$ cat config.mk
export PLATFORM = sky130hd
export DESIGN_NAME = fetch_pc_unit
export DESIGN_NICKNAME = d
export VERILOG_FILES = /design/src/rtl/fetch_pc_unit.sv
export SDC_FILE = /design/constraint.sdc
export NUM_CORES = 1
export LEC_CHECK = 0
export BUFFER_PORTS_ARGS = -buffer_cell sky130_fd_sc_hd__buf_2
export CAP_MARGIN = 15
export CORE_MARGIN = 2
export CORE_UTILIZATION = 55
export DETAILED_ROUTE_END_ITERATION = 8
export GPL_ROUTABILITY_DRIVEN = 0
export PLACE_DENSITY = 0.75
export REMOVE_ABC_BUFFERS = 1
export SYNTH_ARGS = -nofsm -noshare
export SYNTH_HDL_FRONTEND = slang
export SYNTH_SLANG_ARGS = --single-unit
$ cat constraint.sdc
create_clock -name clk -period 2.2 [get_ports clk]
set_input_delay 0.11 -clock clk [delete_from_list [all_inputs] [get_ports clk]]
set_output_delay 0.11 -clock clk [all_outputs]
set_load 0.01 [all_outputs]
$ cat src/rtl/fetch_pc_unit.sv
// Fetch-stage next-PC generator: direct-mapped BTB lookup, IF/ID/EX prediction
// metadata, mispredict detection/redirect at EX and the BHT update strobe.
module fetch_pc_unit #(
  parameter int unsigned     PC_W      = 8,
  parameter int unsigned     BTB_IDX_W = 4,
  parameter logic [PC_W-1:0] RESET_PC  = 8'h00,
  parameter int unsigned     CNT_W     = 16
) (
  input  logic             clk,
  input  logic             reset,
  input  logic             stall,
  output logic [PC_W-1:0]  bpu_pc,
  input  logic             bpu_prediction,
  output logic [PC_W-1:0]  fetch_pc,
  input  logic             ex_branch,
  input  logic             ex_taken,
  input  logic [PC_W-1:0]  ex_target,
  output logic             bpu_update,
  output logic             bpu_taken,
  output logic [PC_W-1:0]  bpu_update_pc,
  output logic             flush,
  output logic [CNT_W-1:0] mispredict_count
);

  localparam int unsigned BTB_N = 2 ** BTB_IDX_W;
  localparam int unsigned TAG_W = PC_W - BTB_IDX_W;

  typedef struct packed {
    logic            valid;
    logic [PC_W-1:0] pc;
    logic            pred_taken;
    logic [PC_W-1:0] pred_target;
  } meta_t;

  logic [PC_W-1:0]              pc_q, pc_d;
  meta_t                        id_q, id_d;
  meta_t                        ex_q, ex_d;
  logic [BTB_N-1:0]             btb_v_q, btb_v_d;
  logic [BTB_N-1:0][TAG_W-1:0]  btb_tag_q, btb_tag_d;
  logic [BTB_N-1:0][PC_W-1:0]   btb_tgt_q, btb_tgt_d;
  logic [CNT_W-1:0]             cnt_q, cnt_d;

  logic [BTB_IDX_W-1:0] idx_if;
  logic [BTB_IDX_W-1:0] idx_ex;
  logic                 btb_hit;
  logic                 pred_taken_if;
  logic [PC_W-1:0]      pc_inc;
  logic [PC_W-1:0]      pred_target_if;
  logic                 ex_resolve;
  logic                 mispredict;
  logic [PC_W-1:0]      redirect_pc;

  // BTB lookup on the current fetch address and EX resolution.
  always_comb begin
    idx_if         = pc_q[BTB_IDX_W-1:0];
    idx_ex         = ex_q.pc[BTB_IDX_W-1:0];
    btb_hit        = btb_v_q[idx_if] && (btb_tag_q[idx_if] == pc_q[PC_W-1:BTB_IDX_W]);
    pred_taken_if  = btb_hit && bpu_prediction;
    pc_inc         = pc_q + PC_W'(1);
    pred_target_if = pred_taken_if ? btb_tgt_q[idx_if] : pc_inc;
    ex_resolve     = ex_q.valid && ex_branch;
    mispredict     = ex_resolve &&
                     ((ex_taken != ex_q.pred_taken) ||
                      (ex_taken && (ex_target != ex_q.pred_target)));
    redirect_pc    = ex_taken ? ex_target : (ex_q.pc + PC_W'(1));
  end

  // Next-state: redirect beats stall, stall beats prediction.
  always_comb begin
    pc_d      = pc_inc;
    id_d      = id_q;
    ex_d      = id_q;
    btb_v_d   = btb_v_q;
    btb_tag_d = btb_tag_q;
    btb_tgt_d = btb_tgt_q;
    cnt_d     = cnt_q;

    if (mispredict) begin
      pc_d          = redirect_pc;
      id_d.valid    = 1'b0;
      ex_d.valid    = 1'b0;
    end else if (stall) begin
      pc_d          = pc_q;
      ex_d.valid    = 1'b0;
    end else begin
      pc_d             = pred_target_if;
      id_d.valid       = 1'b1;
      id_d.pc          = pc_q;
      id_d.pred_taken  = pred_taken_if;
      id_d.pred_target = pred_target_if;
    end

    // Only taken resolutions allocate; lookup above still sees the old entry.
    if (ex_resolve && ex_taken) begin
      btb_v_d[idx_ex]   = 1'b1;
      btb_tag_d[idx_ex] = ex_q.pc[PC_W-1:BTB_IDX_W];
      btb_tgt_d[idx_ex] = ex_target;
    end

    if (mispredict && !(&cnt_q)) begin
      cnt_d = cnt_q + CNT_W'(1);
    end
  end

  always_ff @(posedge clk or negedge reset) begin
    if (!reset) begin
      pc_q      <= RESET_PC;
      id_q      <= '0;
      ex_q      <= '0;
      btb_v_q   <= '0;
      btb_tag_q <= '0;
      btb_tgt_q <= '0;
      cnt_q     <= '0;
    end else begin
      pc_q      <= pc_d;
      id_q      <= id_d;
      ex_q      <= ex_d;
      btb_v_q   <= btb_v_d;
      btb_tag_q <= btb_tag_d;
      btb_tgt_q <= btb_tgt_d;
      cnt_q     <= cnt_d;
    end
  end

  assign fetch_pc         = pc_q;
  assign bpu_pc           = pc_q;
  assign flush            = mispredict;
  assign bpu_update       = ex_resolve;
  assign bpu_taken        = ex_taken;
  assign bpu_update_pc    = ex_q.pc;
  assign mispredict_count = cnt_q;

endmodule

==> impl_metrics.yaml <==
cells_and_area:
  fillers: 1600
  area_growth_pct: 16.2
  mostFrequentLayoutCell: "dfrtp_1"
  mostFrequentLayoutCells: "266 x dfrtp_1, 192 x mux2_2, 83 x buf_4, 64 x nand2_1, 55 x buf_2"
  drive_gt1_share_pct: 46.7
  layout.nets: 1023
  n_antenna_cell: 0
floorplanning:
  dieArea_mm2: 0.0239
  row_count: 55
  coreArea_mm2: 0.0224
  dieHeight_um: 155
  initial_core_util_pct: 55.6
  ios: 57
  dieWidth_um: 155
sta:
  setup_viol: 17
  fin_skew_ns: 0.0179
  drv_slew: 0
  fin_crit_sh_pct: 112
  fin_crit_ns: 2.46
  hold_viol: 0
  slew_headroom_pct: 57.8
  whs_ns: 0.104
  finalWorstSetupSlack_ns: -0.256
  timing.fmax_mhz: 407
  rsz0062_at_grt: "yes"
  worst-slew-pin-transition_ns: 0.633
power:
  p_leak_nw: 7.06
  switching_share_pct: 32.0
  p_seq_share_pct: 40.7
  intPower_mw: 12.4
  combinationalPowerShare_pct: 34.2
  ir_drop_mv: 0.762
  p_per_area_mw_per_mm2: 1260
  switching_power_mw: 5.85
  pwr-share-clk_pct: 25.1
global_routing:
  grt_max_degree: 77
  grt_pass1_vias: 8207
  grt_antenna_before_repair: 1
  grt_overflow: 0
  gr-usage-all-layers_pct: 26.4
  grt_pass1_wl_mm: 48.0
cts:
  htreeDepth: 1
  clk_pin_slew_worst_paths_ns: 0.06
  cts_buffers: 28
  cts_tree: "done"
  clockBufferDepth: 3
  clk_latency_ns: 0.55
  cts_sinks: 268
  root_buffer: "clkbuf_16"
critical_path:
  worstReg2RegEnd: "bpu_pc[7]"
  setup.worst_path.class: "flip-flop to flip-flop"
  path_max_fanout: 8
  timing.rr.start: "bpu_pc[1]"
  worstPathRequired_ns: 2.62
  r2r_setup_slack_ns: -0.26
  cp_data_arrival_time_ns: 2.87
  critPathLaunchType: "flip-flop"
  critPathCaptureType: "flip-flop"
  crit_end: "bpu_pc[7]"
  reg2reg_depth: 9
  crit_start: "bpu_pc[1]"
logic_synthesis:
  yosysUniqueCellTypes: 50
  syn-cell-area_mm2: 0.0125
  synth_edf_count: 0
  syn_inst: 905
  synth-seq-cells: 268
  seq_area_frac_synth_pct: 53.8
  synth.avg_cell_area_um2: 13.8
  ys_warn_count: 0
  synth-main-ff-cell: "dfrtp_1"
  async_flop_share_pct: 100
outcome:
  status: "finished, violations left"
  violations: "setup timing"
route:
  final_antenna_net_count: 0
  wirelength_mm: 30.0
  wl_per_cell_um: 22.9
  via_per_inst: 5.92
  route.detailed.drc: 0
  vias: 7754
  drt_first_pass_iters: 5
  drt_iter0_drc: 515
flow_run:
  drv_cap: 0
placed_design:
  hpwl_mm: 20.2
  portBuffers: 56
  preCtsSetupSlack_ns: -0.306
min_path:
  min_path_type: "input pin to flip-flop"
[per-stage QoR]
step | TNS (ns) | cells | utilization (%) | cell area (µm²) | power (mW)
3_5_place_dp | -4.35 | 1251 | 60.0 | 13500 | 13.5
5_1_grt | -4.79 | 1310 | 64.6 | 14500 | 19.2
3_3_place_gp | -3.52 | 1251 | 60.0 | 13500 | 13.3
2_1_floorplan | -28.70 | 817 | - | 12000 | 11.2
6_report | -3.84 | 1310 | 64.6 | 14500 | 18.3
4_1_cts | -4.19 | 1308 | 64.2 | 14400 | 18.2
[power groups by stage]
stage,Combinational [mW],Clock [mW],Sequential (mW)
floorplan,3.43,0,7.73
global placement,5.85,0,7.45
detailed placement,6.01,0,7.50
CTS,6.16,4.65,7.43
global route,6.72,4.87,7.64
finish,6.25,4.58,7.44
[repair_timing]
action | CTS | global route
buffers inserted | 3 | 2
resized for setup | 8 | 14
endpoints found under the setup margin | 17 | 19
hold buffers | 2 | 0
endpoints found under the hold margin | 68 | 0
pin swaps | 4 | 2
[cells in the mapped netlist, types with 3 or more instances]
| cell | number | share of area (%) |
|---|---|---|
| nor2b_1 | 4 | 0.20 |
| buf_6 | 5 | 0.45 |
| and3_1 | 7 | 0.35 |
| ha_1 | 6 | 0.60 |
| nand2b_1 | 11 | 0.55 |
| o21ai_0 | 9 | 0.36 |
| nand2_1 | 65 | 2.0 |
| o211ai_1 | 12 | 0.72 |
| mux2_2 | 192 | 17 |
| buf_2 | 7 | 0.28 |
| mux4_2 | 48 | 8.7 |
| mux2i_1 | 27 | 2.2 |
| mux4_1 | 3 | 0.63 |
| dfrtp_1 | 268 | 54 |
| nand3_1 | 15 | 0.60 |
| a21oi_1 | 13 | 0.52 |
| xor2_1 | 19 | 1.3 |
| nor3_1 | 4 | 0.16 |
| buf_4 | 21 | 1.3 |
| buf_1 | 11 | 0.33 |
| clkbuf_1 | 41 | 1.2 |
| and2_1 | 4 | 0.20 |
| xnor2_1 | 17 | 1.2 |
| nor2_1 | 28 | 0.84 |
| nand4_1 | 14 | 0.70 |
| or2_2 | 15 | 0.75 |
| a22oi_1 | 7 | 0.42 |
| inv_1 | 4 | 0.12 |
[metal layers]
| metal | vias up | GRT usage, % | part of all wire, % |
|---|---|---|---|
| li1 | 3435 | - | - |
| met1 | 3984 | 36.7 | 43 |
| met2 | 265 | 41.2 | 46 |
| met3 | 68 | 6.28 | 7.1 |
| met4 | 2 | 8.99 | 3.6 |
| met5 | - | 0 | 0.033 |
[cells by family (layout without fill, tap and decap cells)]
| logic type | after synthesis | in the layout | synth area share [%] |
|---|---|---|---|
| muxes | 270 | 270 | 28.8 |
| and+or+nand+nor | 174 | 174 | 6.95 |
| DFF | 268 | 268 | 53.8 |
| adders and majority gates | 6 | 6 | 0.602 |
| buffers and inverters | 93 | 213 | 4.08 |
| xor gates and xnor gates | 36 | 36 | 2.53 |
| AOI/OAI and AO/OA | 58 | 58 | 3.21 |
[critical path: stages (launching register included)]
cell and delay (ns):
dfrtp_4 0.50, buf_6 0.14, mux4_2 0.48, mux4_2 0.48, nand2_2 0.11, inv_2 0.05
and4_1 0.20, buf_6 0.14, nand4_1 0.12, o211ai_1 0.10
[flip-flops by register name, indices dropped and copies added, names as in the netlist]
| signal | flops |
|---|---|
| ex_d | 17 |
| id_q | 1 |
| ex_q | 10 |
| btb_tag_q | 64 |
| bpu_pc | 8 |
| mispredict_count | 16 |
| btb_tgt_q | 128 |
| btb_v_q | 16 |
| bpu_update_pc | 8 |
[area by class of cell]
cell class                      count  area, µm²  share of cell area, %
Clock buffer                       38        788                   5.44
Clock inverter                     14        109                  0.751
Inverter                            5       18.8                  0.130
Multi-Input combinational cell    544       5310                   36.7
Sequential cell                   268       6710                   46.3
Tap cell                          285        357                   2.46
Timing Repair Buffer              156       1190                   8.21
[how the worst min path moves through the flow]
stage / startpoint / endpoint / slack (ns) / cells past startpoint
floorplan: reset / bpu_pc[0] / -0.19 / 0
global placement: reset / mispredict_count[4] / 0.14 / 1
detailed placement: reset / btb_tgt_q[64] / 0.14 / 1
CTS: ex_target[5] / btb_tgt_q[29] / 0.08 / 3
global route: ex_target[3] / btb_tgt_q[35] / 0.10 / 3
finish: ex_target[3] / btb_tgt_q[27] / 0.10 / 3
(Power assumes the default switching activity.)
